### src/rtl/riscv_mem_arbiter.sv
// rtl/riscv_mem_arbiter.sv - shares one 64-bit memory port between the I-fetch and D requesters
// One transaction in flight at a time; a response timeout forces an error completion.
module riscv_mem_arbiter #(
   parameter int ARB_MODE = 0,
   parameter int TIMEOUT  = 16,
   parameter int CNT_W    = 5
) (
   input  logic        clk,
   input  logic        rst,
   input  logic        i_req,
   input  logic [29:0] i_addr,
   output logic [31:0] i_rdata,
   output logic        i_ack,
   input  logic        d_req,
   input  logic        d_wen,
   input  logic [29:0] d_addr,
   input  logic [63:0] d_wdata,
   output logic [63:0] d_rdata,
   output logic        d_ack,
   output logic        err,
   output logic        mem_req,
   output logic        mem_wen,
   output logic [28:0] mem_addr,
   output logic [63:0] mem_wdata,
   input  logic        mem_gnt,
   input  logic        mem_rvalid,
   input  logic [63:0] mem_rdata
);

   typedef enum logic [1:0] {S_IDLE, S_REQ, S_WAIT, S_RESP} state_t;

   localparam logic             RR       = (ARB_MODE != 0);
   localparam logic [CNT_W-1:0] CNT_LAST = CNT_W'(TIMEOUT - 1);

   state_t           state_q, state_d;
   logic [CNT_W-1:0] cnt_q, cnt_d;
   logic             owner_q, owner_d;           // 1 = D side owns the transaction
   logic             last_grant_q, last_grant_d; // 1 = D was granted last
   logic             wen_q, wen_d;
   logic             sel_hi_q, sel_hi_d;
   logic             mem_req_q, mem_req_d;
   logic             mem_wen_q, mem_wen_d;
   logic [28:0]      mem_addr_q, mem_addr_d;
   logic [63:0]      mem_wdata_q, mem_wdata_d;
   logic             i_ack_q, i_ack_d;
   logic             d_ack_q, d_ack_d;
   logic             err_q, err_d;
   logic [31:0]      i_rdata_q, i_rdata_d;
   logic [63:0]      d_rdata_q, d_rdata_d;
   logic             pick_d;
   logic             timeout_hit;
   logic             unused_d_addr_bit;

   assign unused_d_addr_bit = d_addr[0];

   always_comb begin
      state_d      = state_q;
      cnt_d        = cnt_q;
      owner_d      = owner_q;
      last_grant_d = last_grant_q;
      wen_d        = wen_q;
      sel_hi_d     = sel_hi_q;
      mem_req_d    = mem_req_q;
      mem_wen_d    = mem_wen_q;
      mem_addr_d   = mem_addr_q;
      mem_wdata_d  = mem_wdata_q;
      i_ack_d      = 1'b0;
      d_ack_d      = 1'b0;
      err_d        = 1'b0;
      i_rdata_d    = '0;
      d_rdata_d    = '0;
      pick_d       = d_req & (~i_req | ~RR | ~last_grant_q);
      timeout_hit  = (cnt_q == CNT_LAST);

      case (state_q)
         S_IDLE: begin
            if (i_req || d_req) begin
               state_d      = S_REQ;
               cnt_d        = '0;
               owner_d      = pick_d;
               last_grant_d = pick_d;
               wen_d        = pick_d & d_wen;
               sel_hi_d     = i_addr[0];
               mem_req_d    = 1'b1;
               mem_wen_d    = pick_d & d_wen;
               mem_addr_d   = pick_d ? d_addr[29:1] : i_addr[29:1];
               mem_wdata_d  = pick_d ? d_wdata : 64'd0;
            end
         end
         S_REQ: begin
            cnt_d = cnt_q + CNT_W'(1);
            if (timeout_hit || mem_gnt) begin
               mem_req_d   = 1'b0;
               mem_wen_d   = 1'b0;
               mem_addr_d  = '0;
               mem_wdata_d = '0;
            end
            // A late grant in the last allowed cycle still loses to the timeout.
            if (timeout_hit) begin
               state_d = S_RESP;
               i_ack_d = ~owner_q;
               d_ack_d = owner_q;
               err_d   = 1'b1;
            end else if (mem_gnt) begin
               state_d = S_WAIT;
            end
         end
         S_WAIT: begin
            cnt_d = cnt_q + CNT_W'(1);
            if (mem_rvalid) begin
               state_d = S_RESP;
               if (owner_q) begin
                  d_ack_d   = 1'b1;
                  d_rdata_d = wen_q ? 64'd0 : mem_rdata;
               end else begin
                  i_ack_d   = 1'b1;
                  i_rdata_d = sel_hi_q ? mem_rdata[63:32] : mem_rdata[31:0];
               end
            end else if (timeout_hit) begin
               state_d = S_RESP;
               i_ack_d = ~owner_q;
               d_ack_d = owner_q;
               err_d   = 1'b1;
            end
         end
         S_RESP: begin
            state_d = S_IDLE;
         end
         default: begin
            state_d = S_IDLE;
         end
      endcase
   end

   always_ff @(posedge clk) begin
      if (rst) begin
         state_q      <= S_IDLE;
         cnt_q        <= '0;
         owner_q      <= 1'b0;
         last_grant_q <= 1'b0;
         wen_q        <= 1'b0;
         sel_hi_q     <= 1'b0;
         mem_req_q    <= 1'b0;
         mem_wen_q    <= 1'b0;
         mem_addr_q   <= '0;
         mem_wdata_q  <= '0;
         i_ack_q      <= 1'b0;
         d_ack_q      <= 1'b0;
         err_q        <= 1'b0;
         i_rdata_q    <= '0;
         d_rdata_q    <= '0;
      end else begin
         state_q      <= state_d;
         cnt_q        <= cnt_d;
         owner_q      <= owner_d;
         last_grant_q <= last_grant_d;
         wen_q        <= wen_d;
         sel_hi_q     <= sel_hi_d;
         mem_req_q    <= mem_req_d;
         mem_wen_q    <= mem_wen_d;
         mem_addr_q   <= mem_addr_d;
         mem_wdata_q  <= mem_wdata_d;
         i_ack_q      <= i_ack_d;
         d_ack_q      <= d_ack_d;
         err_q        <= err_d;
         i_rdata_q    <= i_rdata_d;
         d_rdata_q    <= d_rdata_d;
      end
   end

   assign i_rdata   = i_rdata_q;
   assign i_ack     = i_ack_q;
   assign d_rdata   = d_rdata_q;
   assign d_ack     = d_ack_q;
   assign err       = err_q;
   assign mem_req   = mem_req_q;
   assign mem_wen   = mem_wen_q;
   assign mem_addr  = mem_addr_q;
   assign mem_wdata = mem_wdata_q;

endmodule
### config.mk
export PLATFORM = sky130hd
export DESIGN_NAME = riscv_mem_arbiter
export DESIGN_NICKNAME = d
export VERILOG_FILES = /design/src/rtl/riscv_mem_arbiter.sv
export SDC_FILE = /design/constraint.sdc
export NUM_CORES = 1
export LEC_CHECK = 0
export ABC_CLOCK_PERIOD_IN_PS = 2000
export CAP_MARGIN = 20
export CORE_ASPECT_RATIO = 0.5
export CORE_UTILIZATION = 35
export DETAILED_ROUTE_END_ITERATION = 16
export GPL_TIMING_DRIVEN = 0
export PLACE_DENSITY_LB_ADDON = 0.05
export RECOVER_POWER = 50
export SETUP_SLACK_MARGIN = 0.1
export SLEW_MARGIN = 25
export SYNTH_ARGS = -nofsm -noshare
export SYNTH_HDL_FRONTEND = slang
export SYNTH_SLANG_ARGS = --single-unit
### constraint.sdc
create_clock -name clk -period 2 [get_ports clk]
set_clock_uncertainty 0.1 [all_clocks]
set_input_delay 0.3 -clock clk [delete_from_list [all_inputs] [get_ports clk]]
set_output_delay 0.3 -clock clk [all_outputs]
set_load 0.01 [all_outputs]
==> flow_metrics.tcl <==
set metrics [dict create \
    yosysTopAreaCellShare_pct 58.7 \
    min_delay_worst_endpoint "owner_q" \
    r2r_setup_slack_ps -40 \
    grt_pass1_vias 6095 \
    drtAntennaViolNets 0 \
    relSlewSlack_pct 44.3 \
    yosysMostFrequentCell "dfxtp_1" \
    root_buffer "clkbuf_16" \
    antenna_cells 0 \
    cts-buffers-inserted 19 \
    synth_cell_type_count 36 \
    wl_per_cell_um 17.0 \
    port_buffers 385 \
    drt_iter0_markers 236 \
    netlist_top_cells_area "dfxtp_1, mux2i_1, a22o_1" \
    holdCritStartpoint "d_req" \
    ir_drop_mv 0.525 \
    min_period_ps 2040 \
    status "finished, violations left" \
    antenna_found_initial 0 \
    yosysWarnings 0 \
    p_leak_nw 4.72 \
    grt_max_degree 16 \
    syn2layout_area_growth_pct 75.5 \
    critPathRequiredTime_ps 2260 \
    cts_buffer_depth 3 \
    grt_pass1_wl_mm 33.6 \
    core_area_um2 19500 \
    arrival_ps 2290 \
    dp_hpwl_mm 17.1 \
    path_max_fanout 10 \
    synth_commonest_cells "dfxtp_1, a22o_1, and2_1" \
    p_clk_share_pct 25.5 \
    p_sw_share_pct 30.0 \
    r2r.worst_path.cells 9 \
    p_per_area_nw_per_um2 1100 \
    die_w_um 201 \
    fin_tns_setup_ps -1040 \
    synth_flop_cell "dfxtp_1" \
    overflow 0 \
    cts_tree "built" \
    synth-async-reset-ratio_pct 0 \
    clk_pin_slew_ps 60 \
    track_usage_pct 21.0 \
    remaining_drc_errors 0 \
    syn_area_um2 6950 \
    startpoint_type "flip-flop" \
    rsz0062_at_grt "yes" \
    cts.sinks 204 \
    via_count 6138 \
    fillers 1666 \
    fin_crit_sh_pct 102 \
    synth_top_area_cell "dfxtp_1" \
    setup_slack_ps -36.0 \
    pwr-share-seq_pct 36.9 \
    synth_edf_count 0 \
    htree_levels 1 \
    path_class "flip-flop to flip-flop" \
    yosysSeqAreaShare_pct 58.7 \
    final_nets 1253 \
    totalWireLength_mm 22.6 \
    syn-instance-count 630 \
    violations "negative setup slack" \
    num_io_pins 389 \
    gp_congestion 0.781 \
    start_util_pct 35.7 \
    clock_latency_ps 470 \
    internal_power_mw 9.37 \
    cap_violations 0 \
    drv_slew 0 \
    die_area_um2 20500 \
    drive_above_1_share_pct 13.3 \
    drt_pass1_iterations 5 \
    max_freq_mhz 491 \
    p_comb_share_pct 37.6 \
    holdWs_ps 112 \
    vias_per_cell 4.63 \
    tightest_slew_ps 836 \
    setup_violations 55 \
    switching_power_mw 4.02 \
    avgSynthCellArea_um2 11.0 \
    end_kind "flip-flop" \
    reg2reg_from "cnt_q[1]" \
    crit_start "cnt_q[1]" \
    die_h_um 102 \
    row_count 36 \
    r2r_end "mem_wdata[15]" \
    final_hold_viol_count 0 \
    ys_ff_latch 204 \
    hold_class "primary input to flip-flop" \
    syn_nets 831 \
    hold_depth 3 \
]
==> final cells by class <==
class	count	area [um^2]	share of cell area (%)
sequential	204	4090	33.5
timing repair buffer	402	4030	33.0
multi-input combinational	374	2840	23.3
clock buffer	23	510	4.18
tap	266	333	2.73
buffer	45	320	2.62
clock inverter	6	58.8	0.482
inverter	6	22.5	0.184
==> cell usage in the layout, fill, tap and decap left out, types with 4 or more instances in the layout <==
| master | instances |
|---|---|
| a21oi_1 | 21 |
| a21oi_2 | 16 |
| a22o_1 | 65 |
| and2_1 | 64 |
| buf_2 | 9 |
| buf_4 | 13 |
| buf_6 | 15 |
| clkbuf_1 | 11 |
| clkbuf_16 | 19 |
| clkbuf_2 | 5 |
| clkbuf_4 | 4 |
| clkdlybuf4s50_1 | 384 |
| clkinv_2 | 4 |
| dfxtp_1 | 200 |
| ha_4 | 4 |
| inv_1 | 4 |
| mux2i_1 | 62 |
| nand2_1 | 26 |
| nand2_2 | 10 |
| nor2_1 | 37 |
| o21ai_0 | 5 |
| or3_1 | 19 |
| or3_4 | 13 |
==> routing by layer <==
metal,up-vias,track usage [%],part of all wire (%)
li1,3034,-,-
met1,2893,25.4,42
met2,186,37.5,50
met3,25,6.05,6.8
met4,0,4.43,1.5
met5,-,0,0
==> metrics by stage <==
stage / worst slack (ps) / utilization, % / power [mW] / cell area [um^2] / instances
2_1_floorplan: 89.3 / - / 7.09 / 6990 / 630
3_3_place_gp: -373 / 57.4 / 8.99 / 11200 / 1281
3_5_place_dp: -393 / 57.4 / 9.04 / 11200 / 1281
4_1_cts: -34.3 / 62.0 / 13.4 / 12100 / 1327
5_1_grt: -89.6 / 62.7 / 14.1 / 12200 / 1326
6_report: -36.0 / 62.7 / 13.4 / 12200 / 1326
==> critical path, stage by stage (launching register included) <==
cell and delay [ps]:
dfxtp_4 370, ha_4 130, and3_4 190, ha_4 140, o21ai_4 50, a21o_4 260
nor2b_4 150, buf_8 150, buf_6 140, a22o_1 230
==> what timing repair did <==
action                                  CTS  global route
resized for setup                        62            52
cloned                                    5             0
endpoints found under the setup margin  190           186
hold buffers                              0             0
buffers inserted                         12             3
pin swaps                                26            38
==> power by group through the flow <==
| stage | clock network (mW) | registers [mW] | logic [mW] |
|---|---|---|---|
| 3_5_place_dp | 0 | 4.98 | 4.06 |
| 5_1_grt | 3.70 | 5.00 | 5.42 |
| 6_report | 3.42 | 4.94 | 5.03 |
| 2_1_floorplan | 0 | 5.19 | 1.91 |
| 3_3_place_gp | 0 | 4.96 | 4.02 |
| 4_1_cts | 3.52 | 4.93 | 4.92 |
==> cells by family after synthesis <==
family / after synthesis / synth area share, %
buffers and inverters: 52 / 3.96
and+or+nand+nor: 187 / 14.6
muxes: 63 / 9.09
DFF: 204 / 58.7
adders and majority gates: 6 / 1.08
AOI/OAI and AO/OA: 118 / 12.5
==> registers in the layout, indices dropped and copies added, names as in the netlist, 2 cells and up <==
| register | cells |
|---|---|
| cnt_q | 5 |
| d_rdata | 64 |
| mem_addr | 29 |
| state_q | 2 |
| i_rdata | 32 |
| mem_wdata | 64 |
==> worst max-delay path by stage <==
stage	endpoint	slack [ps]	depth (start not counted)
after floorplan	mem_wdata[0]	90	9
after global placement	mem_wdata[17]	-370	7
after detailed placement	mem_wdata[15]	-390	7
after CTS	mem_wdata[15]	-30	9
after global routing	mem_wdata[17]	-90	9
final	mem_wdata[15]	-40	9
(Power assumes the default switching activity.)
